### src/rtl/cpu_mem_bridge.sv
// CPU-to-memory bridge: turns CPU accesses into a req/ack handshake, with a
// one-entry last-read buffer for repeat reads and a watchdog that aborts hung accesses.
module cpu_mem_bridge #(
   parameter int ADDR_W  = 32,
   parameter int DATA_W  = 32,
   parameter int TIMEOUT = 15,
   parameter int HIT_EN  = 1
) (
   input  logic              clock,
   input  logic              reset,
   input  logic              cpu_valid,
   input  logic [ADDR_W-1:0] cpu_addr,
   input  logic [DATA_W-1:0] cpu_wdata,
   input  logic              cpu_rw,
   output logic [DATA_W-1:0] cpu_rdata,
   output logic              cpu_ready,
   output logic              cpu_err,
   output logic              mem_req,
   output logic              mem_we,
   output logic [ADDR_W-1:0] mem_addr,
   output logic [DATA_W-1:0] mem_wdata,
   input  logic [DATA_W-1:0] mem_rdata,
   input  logic              mem_ack
);

   typedef enum logic [1:0] {IDLE, REQ, RESP} state_t;

   localparam logic [7:0] TO_LAST = 8'(TIMEOUT - 1);

   state_t            r_state, w_state_nxt;
   logic              r_mem_req, w_mem_req_nxt;
   logic              r_mem_we, w_mem_we_nxt;
   logic [ADDR_W-1:0] r_mem_addr, w_mem_addr_nxt;
   logic [DATA_W-1:0] r_mem_wdata, w_mem_wdata_nxt;
   logic [DATA_W-1:0] r_cpu_rdata, w_cpu_rdata_nxt;
   logic              r_cpu_ready, w_cpu_ready_nxt;
   logic              r_cpu_err, w_cpu_err_nxt;
   logic [7:0]        r_cnt, w_cnt_nxt;
   logic              r_buf_vld, w_buf_vld_nxt;
   logic [ADDR_W-1:0] r_buf_tag, w_buf_tag_nxt;
   logic [DATA_W-1:0] r_buf_data, w_buf_data_nxt;
   logic              w_hit;

   assign w_hit = cpu_valid && cpu_rw && (HIT_EN != 0) && r_buf_vld && (cpu_addr == r_buf_tag);

   always_comb begin
      w_state_nxt     = r_state;
      w_mem_req_nxt   = r_mem_req;
      w_mem_we_nxt    = r_mem_we;
      w_mem_addr_nxt  = r_mem_addr;
      w_mem_wdata_nxt = r_mem_wdata;
      w_cpu_rdata_nxt = r_cpu_rdata;
      w_cpu_ready_nxt = 1'b0;
      w_cpu_err_nxt   = 1'b0;
      w_cnt_nxt       = r_cnt;
      w_buf_vld_nxt   = r_buf_vld;
      w_buf_tag_nxt   = r_buf_tag;
      w_buf_data_nxt  = r_buf_data;

      case (r_state)
         IDLE: begin
            if (w_hit) begin
               w_state_nxt     = RESP;
               w_cpu_ready_nxt = 1'b1;
               w_cpu_rdata_nxt = r_buf_data;
            end else if (cpu_valid) begin
               w_state_nxt     = REQ;
               w_mem_req_nxt   = 1'b1;
               w_mem_we_nxt    = ~cpu_rw;
               w_mem_addr_nxt  = cpu_addr;
               w_mem_wdata_nxt = cpu_wdata;
               w_cnt_nxt       = 8'd0;
            end
         end
         REQ: begin
            // Ack takes priority over the watchdog when both land on the same edge.
            if (mem_ack) begin
               w_state_nxt     = RESP;
               w_mem_req_nxt   = 1'b0;
               w_cpu_ready_nxt = 1'b1;
               if (!r_mem_we) begin
                  w_cpu_rdata_nxt = mem_rdata;
                  w_buf_vld_nxt   = 1'b1;
                  w_buf_tag_nxt   = r_mem_addr;
                  w_buf_data_nxt  = mem_rdata;
               end else if (r_buf_vld && (r_buf_tag == r_mem_addr)) begin
                  w_buf_data_nxt  = r_mem_wdata;
               end
            end else if (r_cnt == TO_LAST) begin
               w_state_nxt     = RESP;
               w_mem_req_nxt   = 1'b0;
               w_cpu_ready_nxt = 1'b1;
               w_cpu_err_nxt   = 1'b1;
               w_cpu_rdata_nxt = '0;
               w_buf_vld_nxt   = 1'b0;
            end else begin
               w_cnt_nxt = r_cnt + 8'd1;
            end
         end
         RESP: begin
            w_state_nxt = IDLE;
         end
         default: begin
            w_state_nxt   = IDLE;
            w_mem_req_nxt = 1'b0;
         end
      endcase

      if (HIT_EN == 0) w_buf_vld_nxt = 1'b0;
   end

   always_ff @(posedge clock or negedge reset) begin
      if (!reset) begin
         r_state <= IDLE;
      end else begin
         r_state <= w_state_nxt;
      end
   end

   always_ff @(posedge clock or negedge reset) begin
      if (!reset) begin
         r_mem_req   <= 1'b0;
         r_mem_we    <= 1'b0;
         r_mem_addr  <= '0;
         r_mem_wdata <= '0;
         r_cpu_rdata <= '0;
         r_cpu_ready <= 1'b0;
         r_cpu_err   <= 1'b0;
         r_cnt       <= 8'd0;
         r_buf_vld   <= 1'b0;
         r_buf_tag   <= '0;
         r_buf_data  <= '0;
      end else begin
         r_mem_req   <= w_mem_req_nxt;
         r_mem_we    <= w_mem_we_nxt;
         r_mem_addr  <= w_mem_addr_nxt;
         r_mem_wdata <= w_mem_wdata_nxt;
         r_cpu_rdata <= w_cpu_rdata_nxt;
         r_cpu_ready <= w_cpu_ready_nxt;
         r_cpu_err   <= w_cpu_err_nxt;
         r_cnt       <= w_cnt_nxt;
         r_buf_vld   <= w_buf_vld_nxt;
         r_buf_tag   <= w_buf_tag_nxt;
         r_buf_data  <= w_buf_data_nxt;
      end
   end

   assign cpu_rdata = r_cpu_rdata;
   assign cpu_ready = r_cpu_ready;
   assign cpu_err   = r_cpu_err;
   assign mem_req   = r_mem_req;
   assign mem_we    = r_mem_we;
   assign mem_addr  = r_mem_addr;
   assign mem_wdata = r_mem_wdata;

endmodule
### config.mk
export PLATFORM = sky130hd
export DESIGN_NAME = cpu_mem_bridge
export DESIGN_NICKNAME = d
export VERILOG_FILES = /design/src/rtl/cpu_mem_bridge.sv
export SDC_FILE = /design/constraint.sdc
export NUM_CORES = 1
export LEC_CHECK = 0
export ABC_AREA = 1
export ABC_CLOCK_PERIOD_IN_PS = 2200
export BUFFER_PORTS_ARGS = -buffer_cell sky130_fd_sc_hd__buf_2
export CORE_MARGIN = 2
export CORE_UTILIZATION = 45
export DETAILED_ROUTE_END_ITERATION = 16
export HOLD_SLACK_MARGIN = 0.05
export MAX_ROUTING_LAYER = met4
export PLACE_DENSITY = 0.69
export SLEW_MARGIN = 30
export SYNTH_ARGS = -nofsm -noshare
export SYNTH_HDL_FRONTEND = slang
export SYNTH_SLANG_ARGS = --single-unit
### constraint.sdc
create_clock -name clock -period 2.2 [get_ports clock]
set_input_delay 0 -clock clock [delete_from_list [all_inputs] [get_ports clock]]
set_output_delay 0 -clock clock [all_outputs]
set_load 0.05 [all_outputs]
======== Yosys cells after proc, flatten, opt, wreduce, memory -nomap -nowiden ========
Cells that the tools add are included.
word-level totals
  flip-flop bits (word level) ............. 175
  input port bits ......................... 101
  output and inout port bits .............. 100
operators by class
  equal/unequal tests ..................... 15
  add/sub/neg operators ................... 1
  muxes and demuxes ....................... 30
  reduce and logical (&&, ||, !) cells .... 15
  bitwise operators ....................... 4
operator list
  operator             count
  $mux 32              6
  $eq 32x32->1         2
  $pmux 32 s2          1
  $mux 8               4
  $pmux 8 s2           1
  $ne 2x2->1 const B   6
  $reduce_and 3->1     4
  $mux 1               11
  $ne 3x3->1 const B   3
  $add 8x1->8 const B  1
  $eq 8x4->1 const B   1
  $mux 2               4
  $reduce_and 4->1     2
  $reduce_and 5->1     1
  $logic_and 1x1->1    4
  $not 1->1            4
  $pmux 2 s2           1
  $reduce_bool 2->1    2
  $pmux 1 s3           1
  $eq 2x1->1 const B   1
  $eq 2x2->1 const B   1
  $logic_not 2->1      1
  $ne 2x1->1 const B   1
  $pmux 1 s2           1
  $reduce_and 2->1     1

======== Logic depth before layout (Yosys ltp) ========
  depth in word-level cells ............... 5
  depth in mapped cells ................... 14
  depth with buffers taken out ............ 13

======== Worst setup path after synthesis ========
OpenSTA, ideal clock, no wires.
  kind .................................... register to register
  from .................................... reg r_mem_addr[11] (netlist: mem_addr[11])
  to ...................................... reg r_buf_data[10]
  data required time ...................... 2.134 ns
  path buffers ............................ 1
  setup time .............................. 0.066 ns
  setup slack ............................. 0.383 ns
  data arrival time ....................... 1.751 ns
  cell stages (with the launch flop) ...... 14
  path through ............................ dfrtp_1 inv_1 nand2_1 nand2_1 nor3_1 nand2_1 nor2_1 nand2_1 nor2_1 nand2_1 nand2_1 buf_2 nand2_1 nand2_1
between the ends
  word-level cells in the longest chain between the ends .. 4
ends and longest elaborated chain
  item                        RTL line  RTL
  start, declared             33        logic [ADDR_W-1:0] r_mem_addr, w_mem_addr_nxt;
  start signal, assigned      136       r_mem_addr <= w_mem_addr_nxt;
  $eq 32x32->1                86        end else if (r_buf_vld && (r_buf_tag == r_mem_addr)) begin
  $logic_and 1x1->1           86
  $ne 2x1->1 (no line)        --
  $reduce_and 3->1 (no line)  --
  end signal, assigned        144       r_buf_data <= w_buf_data_nxt;
  end, declared               41        logic [DATA_W-1:0] r_buf_data, w_buf_data_nxt;
Every way passes these cells.
A chain may end at the register's enable or synchronous reset.

======== Final worst setup path ========
  from .................................... reg r_buf_tag[20]
  to ...................................... reg r_cpu_rdata[16] (netlist: cpu_rdata[16])
between the ends
  word-level cells in the longest chain between the ends .. 4
ends and longest elaborated chain
  item                        RTL line  RTL
  start, declared             40        logic [ADDR_W-1:0] r_buf_tag, w_buf_tag_nxt;
  start signal, assigned      143       r_buf_tag <= w_buf_tag_nxt;
  $eq 32x32->1                44        assign w_hit = cpu_valid && cpu_rw && (HIT_EN != 0) && r_buf_vld && (cpu_addr == r_buf_tag);
  $logic_and 1x1->1           44
  $ne 2x2->1 (no line)        --
  $reduce_and 4->1 (no line)  --
  end signal, assigned        138       r_cpu_rdata <= w_cpu_rdata_nxt;
  end, declared               35        logic [DATA_W-1:0] r_cpu_rdata, w_cpu_rdata_nxt;
Every way passes these cells.

==> flow_metrics.tcl <==
set metrics [dict create \
    status "finished clean" \
    critPathMostFrequentCell "nand2_1" \
    cts_tree "built" \
    critPathMaxFanout 32 \
    cpPeakStageDelay_ns 0.41 \
    mostFrequentLayoutCell "nand2_1" \
    coreArea_um2 19500 \
    syn_area_um2 8910 \
    tns_ns 0 \
    setup_viol_count_final 0 \
    grt_overflow 0 \
    hp-class "in2reg" \
    synth_top_cell_by_area "dfrtp_1" \
    final_core_util 0.609 \
    total_power_mw 17.0 \
    rsz0062_at_grt "false" \
    worst-r2r-setup-slack_ns 0.23 \
    cp_top_family "simple AND/OR/NAND/NOR gates" \
    drc 0 \
    post_cts_resized 0 \
    path_buf_inv 1 \
    skew_ns 0.0115 \
    layout-drive-gt1-share 0.185 \
    fmax_mhz 508 \
    p_leak_nw 6.40 \
    reg2reg_to "cpu_rdata[16]" \
    vias 8780 \
    cts_hold_buf 99 \
    grt_antenna_before_repair 1 \
    cts_post_setup_buffers_inserted 0 \
    ios 201 \
    clk_pin_slew_ns 0.07 \
    hp-start "cpu_valid" \
    endpoint_kind "flop" \
    crit_type "reg2reg" \
    cap_violations 0 \
    port_buffers 200 \
    slew_viol_final 0 \
    start_util 0.458 \
    fp.dieW_um 145 \
    cts_root_buf "clkbuf_16" \
    min_to "mem_req" \
    place_congestion 0.868 \
    ys_types 32 \
    nNetsFinal 1588 \
    synthCells 1204 \
    ant_nets 0 \
    ir_drop_v 0.000755 \
    hold_viol 0 \
    r2r_cells 9 \
    wl_per_cell_um 14.8 \
    cts_num_sinks 175 \
    ys_top_cells_by_area "dfrtp_1 49%, nand2_1 20%, nand3_1 7.2%, o21ai_0 6.1%, inv_1 4.3%" \
    die_height_um 145 \
    grt_pass1_vias 8350 \
    vias_per_cell 4.98 \
    syn2layout_area_growth_pct 33.1 \
    grt_max_degree 67 \
    period_needed_ns 1.97 \
    routed_wl_mm 26.1 \
    period_share 0.895 \
    postSynthAreaPerCell_um2 7.40 \
    synth_seq_cells 175 \
    start_kind "flop" \
    num-fill-cells 1727 \
    arrival_ns 2.35 \
    min_delay_path_depth 6 \
    yosysWarnings 0 \
    die-area_um2 20900 \
    cts_buffers 17 \
    cts_buffer_depth 2 \
    drtIter0Drc 645 \
    insertion_delay_ns 0.44 \
    max_slew_margin 0.599 \
    cellPowerDensity_nw_per_um2 1430 \
    tightest_slew_ns 0.601 \
    yosysSeqAreaShare 0.492 \
    grt_pass1_wl_mm 41.1 \
    placementRows 51 \
    slowest_stage "dfrtp_1" \
    synth_top_area_frac 0.492 \
    htree_levels 4 \
    worstPathRequired_ns 2.58 \
    grt_usage 0.260 \
    crit_chain "xnor2_1 -> nor2b_1 -> nand2_1 -> nor3_1 -> nand3_2 -> nand2_1 -> buf_12 -> nand2_1 -> nand2_1" \
    hpwlAfterDp_mm 17.3 \
    reg2reg_from "r_buf_tag[20]" \
    postSynthNetCount 1307 \
    final_cell_mix "473 x nand2_1, 199 x buf_2, 174 x dfrtp_1" \
    dr.pass1.iters 5 \
]
-- state kept, by name, indices dropped and copies added (netlist names) --
signal      count
cpu_rdata      32
mem_addr       32
mem_wdata      32
r_buf_data     32
r_buf_tag      32
r_cnt           8
r_state         2
cpu_err         1
cpu_ready       1
mem_req         1
mem_we          1
r_buf_vld       1
-- metal layers --
| layer | wire [um] | part of all wire | vias up | track usage |
|---|---|---|---|---|
| li1 | - | - | 4343 | - |
| met1 | 11700 | 0.45 | 4114 | 0.341 |
| met2 | 12500 | 0.48 | 276 | 0.418 |
| met3 | 1330 | 0.051 | 47 | 0.0418 |
| met4 | 557 | 0.021 | 0 | 0.0777 |
| met5 | 0 | 0 | - | - |
-- how the worst max path moves through the flow --
stage / start / to / slack, ns / cells after the start
final: r_buf_tag[20] / cpu_rdata[16] / 0.23 / 9
after global routing: r_buf_tag[18] / r_cnt[2] / 0.006 / 13
after CTS: r_buf_tag[8] / r_cnt[2] / 0.25 / 10
after detailed placement: r_buf_tag[8] / r_cnt[2] / 0.26 / 10
after global placement: r_buf_tag[20] / cpu_rdata[14] / 0.27 / 9
after floorplan: mem_addr[11] / r_buf_data[10] / 0.38 / 13
-- per-stage QoR --
step | worst slack (ns) | hold WS (ns) | cells | cell area (um^2)
after floorplan | 0.383 | -0.296 | 1204 | 8910
after global placement | 0.268 | 0.0183 | 1632 | 10300
after detailed placement | 0.260 | 0.0226 | 1632 | 10300
after CTS | 0.246 | 0.0686 | 1763 | 11900
after global routing | 0.00596 | 0.161 | 1764 | 11900
final | 0.230 | 0.0821 | 1764 | 11900
-- cell type report --
type	count	area, um^2	share of cell area
clock buffers	20	457	0.0385
flip-flops and latches	175	4380	0.369
repair buffers	320	2270	0.191
inverters	117	439	0.0370
well taps	265	332	0.0280
multi-input cells	854	3830	0.323
diodes	1	2.50	0.000211
clock inverters	12	145	0.0122
-- synthesized netlist by cell type --
cell type and n:
a21boi_0 1, a21oi_1 17, a21oi_2 1, buf_1 9
buf_2 11, buf_4 3, buf_6 5, clkbuf_1 30
clkinv_1 2, dfrtp_1 175, ha_1 2, inv_1 103
inv_2 12, mux2_2 3, nand2_1 474, nand2_4 1
nand3_1 129, nand3_2 2, nand3b_1 4, nand4_1 6
nor2_1 59, nor2_4 2, nor2b_1 2, nor3_1 9
nor3_2 1, nor3b_1 1, nor4_1 1, o21ai_0 109
o21ai_1 1, or2_2 1, xnor2_1 20, xor2_1 8
-- worst reg2reg max path, stage by stage (launching register included) --
cell     delay (ns)
dfrtp_1        0.41
xnor2_1        0.24
nor2b_1        0.17
nand2_1        0.06
nor3_1         0.33
nand3_2        0.17
nand2_1        0.14
buf_12         0.21
nand2_1        0.13
nand2_1        0.07
-- power breakdown --
| part | internal (mW) | leakage, nW | switching (mW) |
|---|---|---|---|
| sequential | 4.62 | 2.20 | 1.18 |
| clock | 1.76 | 0.289 | 1.35 |
| combinational | 2.32 | 3.91 | 5.76 |
| total | 8.70 | 6.40 | 8.29 |
-- kinds of logic (layout without fill, tap and decap cells) --
logic type | count (synthesis) | after routing | share of synthesized area
simple gates | 692 | 692 | 0.320
flops | 175 | 175 | 0.492
buf+inv | 175 | 469 | 0.0807
compound gates | 129 | 129 | 0.0732
xor+xnor | 28 | 28 | 0.0275
mux | 3 | 3 | 0.00379
fa+ha+maj | 2 | 2 | 0.00281
other cells | 0 | 1 | 0
Power figures use the tool's default switching activity.
